$ cat src/rtl/serial_frame_rx_if.sv
// serial_frame_rx_if: PHY-side serial bit stream in, framed byte stream out.
// The receiver takes the master modport; the PHY/consumer side takes slave.
interface serial_frame_rx_if;
  logic        rx_dv;
  logic        rx_bit;
  logic        rx_bit_valid;
  logic [7:0]  m_data;
  logic        m_valid;
  logic        m_last;
  logic        m_error;
  logic        frame_done;
  logic [15:0] frame_len;

  modport master (
    input  rx_dv, rx_bit, rx_bit_valid,
    output m_data, m_valid, m_last, m_error, frame_done, frame_len
  );

  modport slave (
    output rx_dv, rx_bit, rx_bit_valid,
    input  m_data, m_valid, m_last, m_error, frame_done, frame_len
  );
endinterface

$ cat src/rtl/serial_frame_rx.sv
// serial_frame_rx: LSB-first serial Ethernet receiver (preamble/SFD hunt, byte assembly, last/error tagging).
// Define SERIAL_FRAME_RX_FCS_CHECK_EN to add a reflected CRC-32 FCS check that ORs into m_error.
module serial_frame_rx #(
  parameter int MAX_FRAME_BYTES   = 1522,
  parameter int MIN_PREAMBLE_BITS = 16,
  parameter int MAX_PREAMBLE_BITS = 128
) (
  input  logic              clock,
  input  logic              reset_n,
  serial_frame_rx_if.master bus
);
  localparam int PW = $clog2(MAX_PREAMBLE_BITS + 2);
  localparam logic [PW-1:0] PRE_SAT    = '1;
  localparam logic [PW-1:0] PRE_ACCEPT = PW'(MIN_PREAMBLE_BITS + 8);
  localparam logic [PW-1:0] PRE_LIMIT  = PW'(MAX_PREAMBLE_BITS);
  localparam logic [15:0]   MAX_BYTES  = 16'(MAX_FRAME_BYTES);

  typedef enum logic [1:0] {IDLE, PREAMBLE, DATA, DROP} state_t;

  state_t        state;
  logic [7:0]    sh;
  logic [7:0]    pend;
  logic          pend_v;
  logic [2:0]    bit_cnt;
  logic [15:0]   byte_cnt;
  logic [PW-1:0] pre_cnt;

  logic          take;
  logic [7:0]    sh_next;
  logic [PW-1:0] pre_next;
  logic          crc_bad;

  assign take     = bus.rx_dv && bus.rx_bit_valid;
  assign sh_next  = {bus.rx_bit, sh[7:1]};
  assign pre_next = (pre_cnt == PRE_SAT) ? pre_cnt : pre_cnt + 1'b1;

`ifdef SERIAL_FRAME_RX_FCS_CHECK_EN
  logic [31:0] crc;
  logic [31:0] crc_next;
  assign crc_next = {1'b0, crc[31:1]} ^ ((crc[0] ^ bus.rx_bit) ? 32'hEDB88320 : 32'h0);
  assign crc_bad  = (crc != 32'hDEBB20E3) || (byte_cnt < 16'd4);
`else
  assign crc_bad  = 1'b0;
`endif

  always_ff @(posedge clock or negedge reset_n) begin
    if (!reset_n) begin
      state          <= IDLE;
      sh             <= '0;
      pend           <= '0;
      pend_v         <= 1'b0;
      bit_cnt        <= '0;
      byte_cnt       <= '0;
      pre_cnt        <= '0;
      bus.m_data     <= '0;
      bus.m_valid    <= 1'b0;
      bus.m_last     <= 1'b0;
      bus.m_error    <= 1'b0;
      bus.frame_done <= 1'b0;
      bus.frame_len  <= '0;
`ifdef SERIAL_FRAME_RX_FCS_CHECK_EN
      crc            <= '1;
`endif
    end else begin
      bus.m_valid    <= 1'b0;
      bus.m_last     <= 1'b0;
      bus.m_error    <= 1'b0;
      bus.frame_done <= 1'b0;
      if (take) sh <= sh_next;

      case (state)
        IDLE: begin
          if (bus.rx_dv) begin
            state   <= PREAMBLE;
            sh      <= '0;
            pre_cnt <= '0;
          end
        end

        PREAMBLE: begin
          if (!bus.rx_dv) begin
            state <= IDLE;
          end else if (bus.rx_bit_valid) begin
            pre_cnt <= pre_next;
            // pre_next already counts the SFD's own eight bits
            if (sh_next == 8'hD5 && pre_next >= PRE_ACCEPT) begin
              state    <= DATA;
              bit_cnt  <= '0;
              byte_cnt <= '0;
              pend_v   <= 1'b0;
`ifdef SERIAL_FRAME_RX_FCS_CHECK_EN
              crc      <= '1;
`endif
            end else if (pre_next > PRE_LIMIT) begin
              state <= DROP;
            end
          end
        end

        DATA: begin
          if (!bus.rx_dv) begin
            state          <= IDLE;
            pend_v         <= 1'b0;
            bus.frame_done <= 1'b1;
            bus.frame_len  <= byte_cnt;
            if (pend_v) begin
              bus.m_valid <= 1'b1;
              bus.m_data  <= pend;
              bus.m_last  <= 1'b1;
              bus.m_error <= (bit_cnt != 3'd0) || crc_bad;
            end
          end else if (bus.rx_bit_valid) begin
            bit_cnt <= bit_cnt + 1'b1;
`ifdef SERIAL_FRAME_RX_FCS_CHECK_EN
            crc     <= crc_next;
`endif
            if (bit_cnt == 3'd7) begin
              // The held byte is only released once the next byte proves it is not the last
              if (byte_cnt == MAX_BYTES) begin
                state          <= DROP;
                pend_v         <= 1'b0;
                bus.m_valid    <= 1'b1;
                bus.m_data     <= pend;
                bus.m_last     <= 1'b1;
                bus.m_error    <= 1'b1;
                bus.frame_done <= 1'b1;
                bus.frame_len  <= MAX_BYTES;
              end else begin
                pend     <= sh_next;
                pend_v   <= 1'b1;
                byte_cnt <= byte_cnt + 16'd1;
                if (pend_v) begin
                  bus.m_valid <= 1'b1;
                  bus.m_data  <= pend;
                end
              end
            end
          end
        end

        DROP: begin
          if (!bus.rx_dv) state <= IDLE;
        end

        default: state <= IDLE;
      endcase
    end
  end
endmodule

$ cat src/flat_wrapper.sv
// flat-port wrapper written by rule: the top's interface ports become plain ports
module serial_frame_rx_flat 
#(
  parameter int MAX_FRAME_BYTES   = 1522,
  parameter int MIN_PREAMBLE_BITS = 16,
  parameter int MAX_PREAMBLE_BITS = 128
)
  (clock, reset_n, bus_rx_dv, bus_rx_bit, bus_rx_bit_valid, bus_m_data, bus_m_valid, bus_m_last, bus_m_error, bus_frame_done, bus_frame_len);
  serial_frame_rx_if bus_i ();
  input  logic clock;
  input  logic reset_n;
  input wire logic [$bits(bus_i.rx_dv)-1:0] bus_rx_dv;
  input wire logic [$bits(bus_i.rx_bit)-1:0] bus_rx_bit;
  input wire logic [$bits(bus_i.rx_bit_valid)-1:0] bus_rx_bit_valid;
  output wire logic [$bits(bus_i.m_data)-1:0] bus_m_data;
  output wire logic [$bits(bus_i.m_valid)-1:0] bus_m_valid;
  output wire logic [$bits(bus_i.m_last)-1:0] bus_m_last;
  output wire logic [$bits(bus_i.m_error)-1:0] bus_m_error;
  output wire logic [$bits(bus_i.frame_done)-1:0] bus_frame_done;
  output wire logic [$bits(bus_i.frame_len)-1:0] bus_frame_len;
  assign bus_i.rx_dv = bus_rx_dv;
  assign bus_i.rx_bit = bus_rx_bit;
  assign bus_i.rx_bit_valid = bus_rx_bit_valid;
  assign bus_m_data = bus_i.m_data;
  assign bus_m_valid = bus_i.m_valid;
  assign bus_m_last = bus_i.m_last;
  assign bus_m_error = bus_i.m_error;
  assign bus_frame_done = bus_i.frame_done;
  assign bus_frame_len = bus_i.frame_len;
  serial_frame_rx #(.MAX_FRAME_BYTES(MAX_FRAME_BYTES), .MIN_PREAMBLE_BITS(MIN_PREAMBLE_BITS), .MAX_PREAMBLE_BITS(MAX_PREAMBLE_BITS)) u_core (.clock(clock), .reset_n(reset_n), .bus(bus_i));
endmodule
$ cat config.mk
export PLATFORM = sky130hd
export DESIGN_NAME = serial_frame_rx_flat
export DESIGN_NICKNAME = d
export VERILOG_FILES = /design/src/rtl/serial_frame_rx_if.sv /design/src/rtl/serial_frame_rx.sv /design/src/flat_wrapper.sv
export SDC_FILE = /design/constraint.sdc
export NUM_CORES = 1
export LEC_CHECK = 0
export BUFFER_PORTS_ARGS = -buffer_cell sky130_fd_sc_hd__buf_2
export CORE_UTILIZATION = 50
export DETAILED_ROUTE_END_ITERATION = 8
export PLACE_DENSITY = 0.69
export SKIP_CTS_REPAIR_TIMING = 1
export SLEW_MARGIN = 0
export SYNTH_ARGS = -nofsm -noshare
export SYNTH_HDL_FRONTEND = slang
export SYNTH_SLANG_ARGS = --single-unit
$ cat constraint.sdc
create_clock -name clock -period 5.1 [get_ports clock]
set_input_delay 0.255 -clock clock [delete_from_list [all_inputs] [get_ports clock]]
set_output_delay 0.255 -clock clock [all_outputs]
set_load 0.01 [all_outputs]
==> flow_metrics.py <==
metrics = {
    "timing": {
        "tightest_slew_ns": 0.998,
        "tns_ns": 0,
        "holdWs_ns": 0.0869,
        "setup_viol": 0,
        "fin_crit_ns": 2.61,
        "slew-limit-headroom_pct": 33.0,
        "setup_slack_ns": 2.49,
        "min_period_over_period_pct": 51.1,
        "slew_violations": 0,
        "fin_skew_ns": 0.00776,
        "rsz0062_at_grt": "false",
        "hold_viol": 0,
        "max_freq_mhz": 383,
    },
    "final_layout": {
        "final-seq-area_sq_um": 1830,
        "area_delta_synth_final_pct": 11.2,
        "antennaDiodeCount": 0,
        "drive_gt1_share_pct": 19.5,
        "fin_nets": 360,
        "multi_input_area_sq_um": 1460,
        "n_fill_cell": 558,
    },
    "synth": {
        "ys.flop_type": "dfrtp_1",
        "synth.cell_area_sq_um": 3400,
        "synth_top_cells_by_count": "73 x dfrtp_1, 37 x nor2_1, 25 x nand2_1, 16 x a22o_1, 16 x mux2_2",
        "synth_area_per_cell_sq_um": 10.7,
        "synth_seq_cells": 73,
        "synth.most_common_cell": "dfrtp_1",
        "async_flop_share_pct": 100,
        "syn-num-nets": 329,
        "synthCells": 318,
        "synth.distinct_cells": 52,
        "synth_edf_count": 0,
        "ys_warn_count": 0,
        "ys_seq_area_share_pct": 53.7,
        "yosysTopAreaCell": "dfrtp_1",
        "synth_top_area_share_pct": 53.7,
        "yosys-top-cells-area": "dfrtp_1 54%, mux2_2 5.3%, a22o_1 4.1%",
    },
    "setup_path": {
        "cp_num_buf_inv": 0,
        "slowest_delay_ns": 0.78,
        "cp_data_required_time_ns": 5.29,
        "critPathMaxFanout": 18,
        "critPathTopFamily": "simple AND/OR/NAND/NOR gates",
        "crit_path_end_kind": "flip-flop",
        "crit_chain": "ha_1 -> and2_0 -> o21ai_0 -> a31oi_1 -> a21oi_2 -> nor4_4 -> o32ai_1",
        "critPathLaunchType": "flip-flop",
        "cp_slowest_cell": "nor4_4",
        "worstPathArrival_ns": 2.80,
        "crit_cells": 7,
        "path_class": "reg -> reg",
        "reg2reg_depth": 7,
    },
    "place": {
        "place_congestion": 0.843,
        "dpl.hpwl_mm": 4.25,
        "dpl_worst_slack_ns": 2.45,
        "portBuffers": 32,
    },
    "clocking": {
        "cts-root-buf": "clkbuf_8",
        "clockBufferDepth": 2,
        "htreeDepth": 3,
        "cts_tree": "built",
        "clkSinkCount": 73,
        "cts.reportedPaths.clkPinSlew_ns": 0.08,
        "clock_latency_ns": 0.36,
        "cts-buffers-inserted": 9,
    },
    "grt": {
        "grt_use_total_pct": 19.7,
        "grt_pass1_wl_mm": 10.8,
        "gr-total-overflow": 0,
        "grt_pass1_vias": 2288,
        "grt_max_degree": 74,
        "antenna_found_initial": 0,
    },
    "worst_hold_path": {
        "min_path_type": "in -> async",
    },
    "floorplanning": {
        "die_area_sq_um": 7130,
        "coreArea_sq_um": 6460,
        "start_util_pct": 52.6,
        "die_h_um": 84.5,
        "pin_count": 33,
        "dieWidth_um": 84.5,
        "rows": 29,
    },
    "outcome": {
        "run_status": "finished with violations",
        "violations": "DRC",
    },
    "detailed_routing": {
        "via_count": 2487,
        "drtIter0Drc": 98,
        "ant_nets": 0,
        "firstDrtPassIters": 6,
        "viasPerCell": 5.77,
        "drt_wl_total_mm": 6.35,
        "wl_per_cell_um": 14.7,
        "drc": 8,
    },
    "power": {
        "switching_share_pct": 27.7,
        "peakVddDrop_mv": 0.225,
        "comb_power_share_pct": 9.9,
        "clock_power_share_pct": 36.1,
        "internal_power_mw": 0.848,
        "leakage_nw": 1.74,
        "switchingPower_mw": 0.325,
        "power_density_nw_per_um2": 310,
        "power.share.sequential_pct": 54.0,
    },
    "run": {
        "drv_cap": 0,
    },
}
-- cell families (layout without fill, tap and decap cells) --
kind of cell	count (synthesis)	after routing	synth area share, %
AND/OR/NAND/NOR	111	111	16.3
flip-flops	73	73	53.7
AO/OA/AOI/OAI	70	70	14.9
buffers and inverters	26	62	3.39
multiplexers	17	17	5.59
XOR/XNOR	15	15	3.86
adder cells (fa/ha/maj)	6	6	2.21
-- stage by stage --
step | utilization [%] | total power, mW | cells | cell area [sq um]
2_1_floorplan | - | 0.714 | 318 | 3400
3_3_place_gp | 55.7 | 0.761 | 415 | 3600
3_5_place_dp | 55.7 | 0.764 | 415 | 3600
4_1_cts | 58.5 | 1.19 | 431 | 3780
5_1_grt | 58.5 | 1.23 | 431 | 3780
6_report | 58.5 | 1.17 | 431 | 3780
-- cell usage in the layout (no fill, tap or decap), types with 2 or more instances in the layout --
master,count
a211oi_1,4
a21o_1,2
a21oi_1,12
a22o_1,16
a311oi_1,2
a31oi_1,6
and3_1,4
and4_1,2
buf_2,32
clkbuf_8,9
clkinvlp_4,3
dfrtp_1,73
ha_1,6
inv_1,12
inv_6,3
mux2_2,16
nand2_1,25
nand2b_1,4
nand3_1,13
nand4_1,5
nor2_1,37
nor2b_1,6
nor3_1,4
nor4_1,2
o21ai_0,8
o21ai_1,2
o22a_1,6
o22ai_1,2
xnor2_1,13
xor2_1,2
-- layer usage --
metal	global-route usage, %	routed length [um]
met3	4.92	263
met4	7.86	105
met1	26.3	2940
met2	31.0	3040
met5	0	0
-- power groups by stage --
| stage | clock [mW] | sequential [mW] | combinational, mW |
|---|---|---|---|
| after floorplan | 0 | 0.654 | 0.0606 |
| after global placement | 0 | 0.645 | 0.116 |
| after detailed placement | 0 | 0.646 | 0.118 |
| after CTS | 0.437 | 0.635 | 0.118 |
| after global routing | 0.462 | 0.639 | 0.130 |
| final | 0.424 | 0.634 | 0.116 |
-- state kept, by name, indices dropped and copies added, names as in the netlist --
register	cells
u_core.bit_cnt	3
u_core.bus.frame_done	1
u_core.bus.frame_len	16
u_core.bus.m_data	8
u_core.bus.m_error	1
u_core.bus.m_last	1
u_core.bus.m_valid	1
u_core.byte_cnt	16
u_core.pend	8
u_core.pend_v	1
u_core.pre_cnt	8
u_core.sh	7
u_core.state	2
-- worst paths after layout --
path	startpoint	endpoint	slack (ns)
setup / recovery	u_core.pre_cnt[0]	u_core.byte_cnt[1]	2.49
min in group clock	bus_rx_bit	u_core.sh[7]	0.17
hold reg to reg	u_core.bus.frame_len[12]	u_core.bus.frame_len[12]	0.50
setup reg to reg	u_core.pre_cnt[0]	u_core.byte_cnt[1]	2.49
max in group asynchronous	reset_n	u_core.bus.m_error	4.42
hold / removal	reset_n	u_core.bus.frame_len[13]	0.09
-- area by class of cell --
class	count	area share [%]
Clock buffer	9	3.28
Clock inverter	7	1.59
Inverter	13	1.29
Multi-Input combinational cell	219	38.6
Sequential cell	73	48.3
Tap cell	77	2.55
Timing Repair Buffer	33	4.43
(Power assumes the default switching activity.)
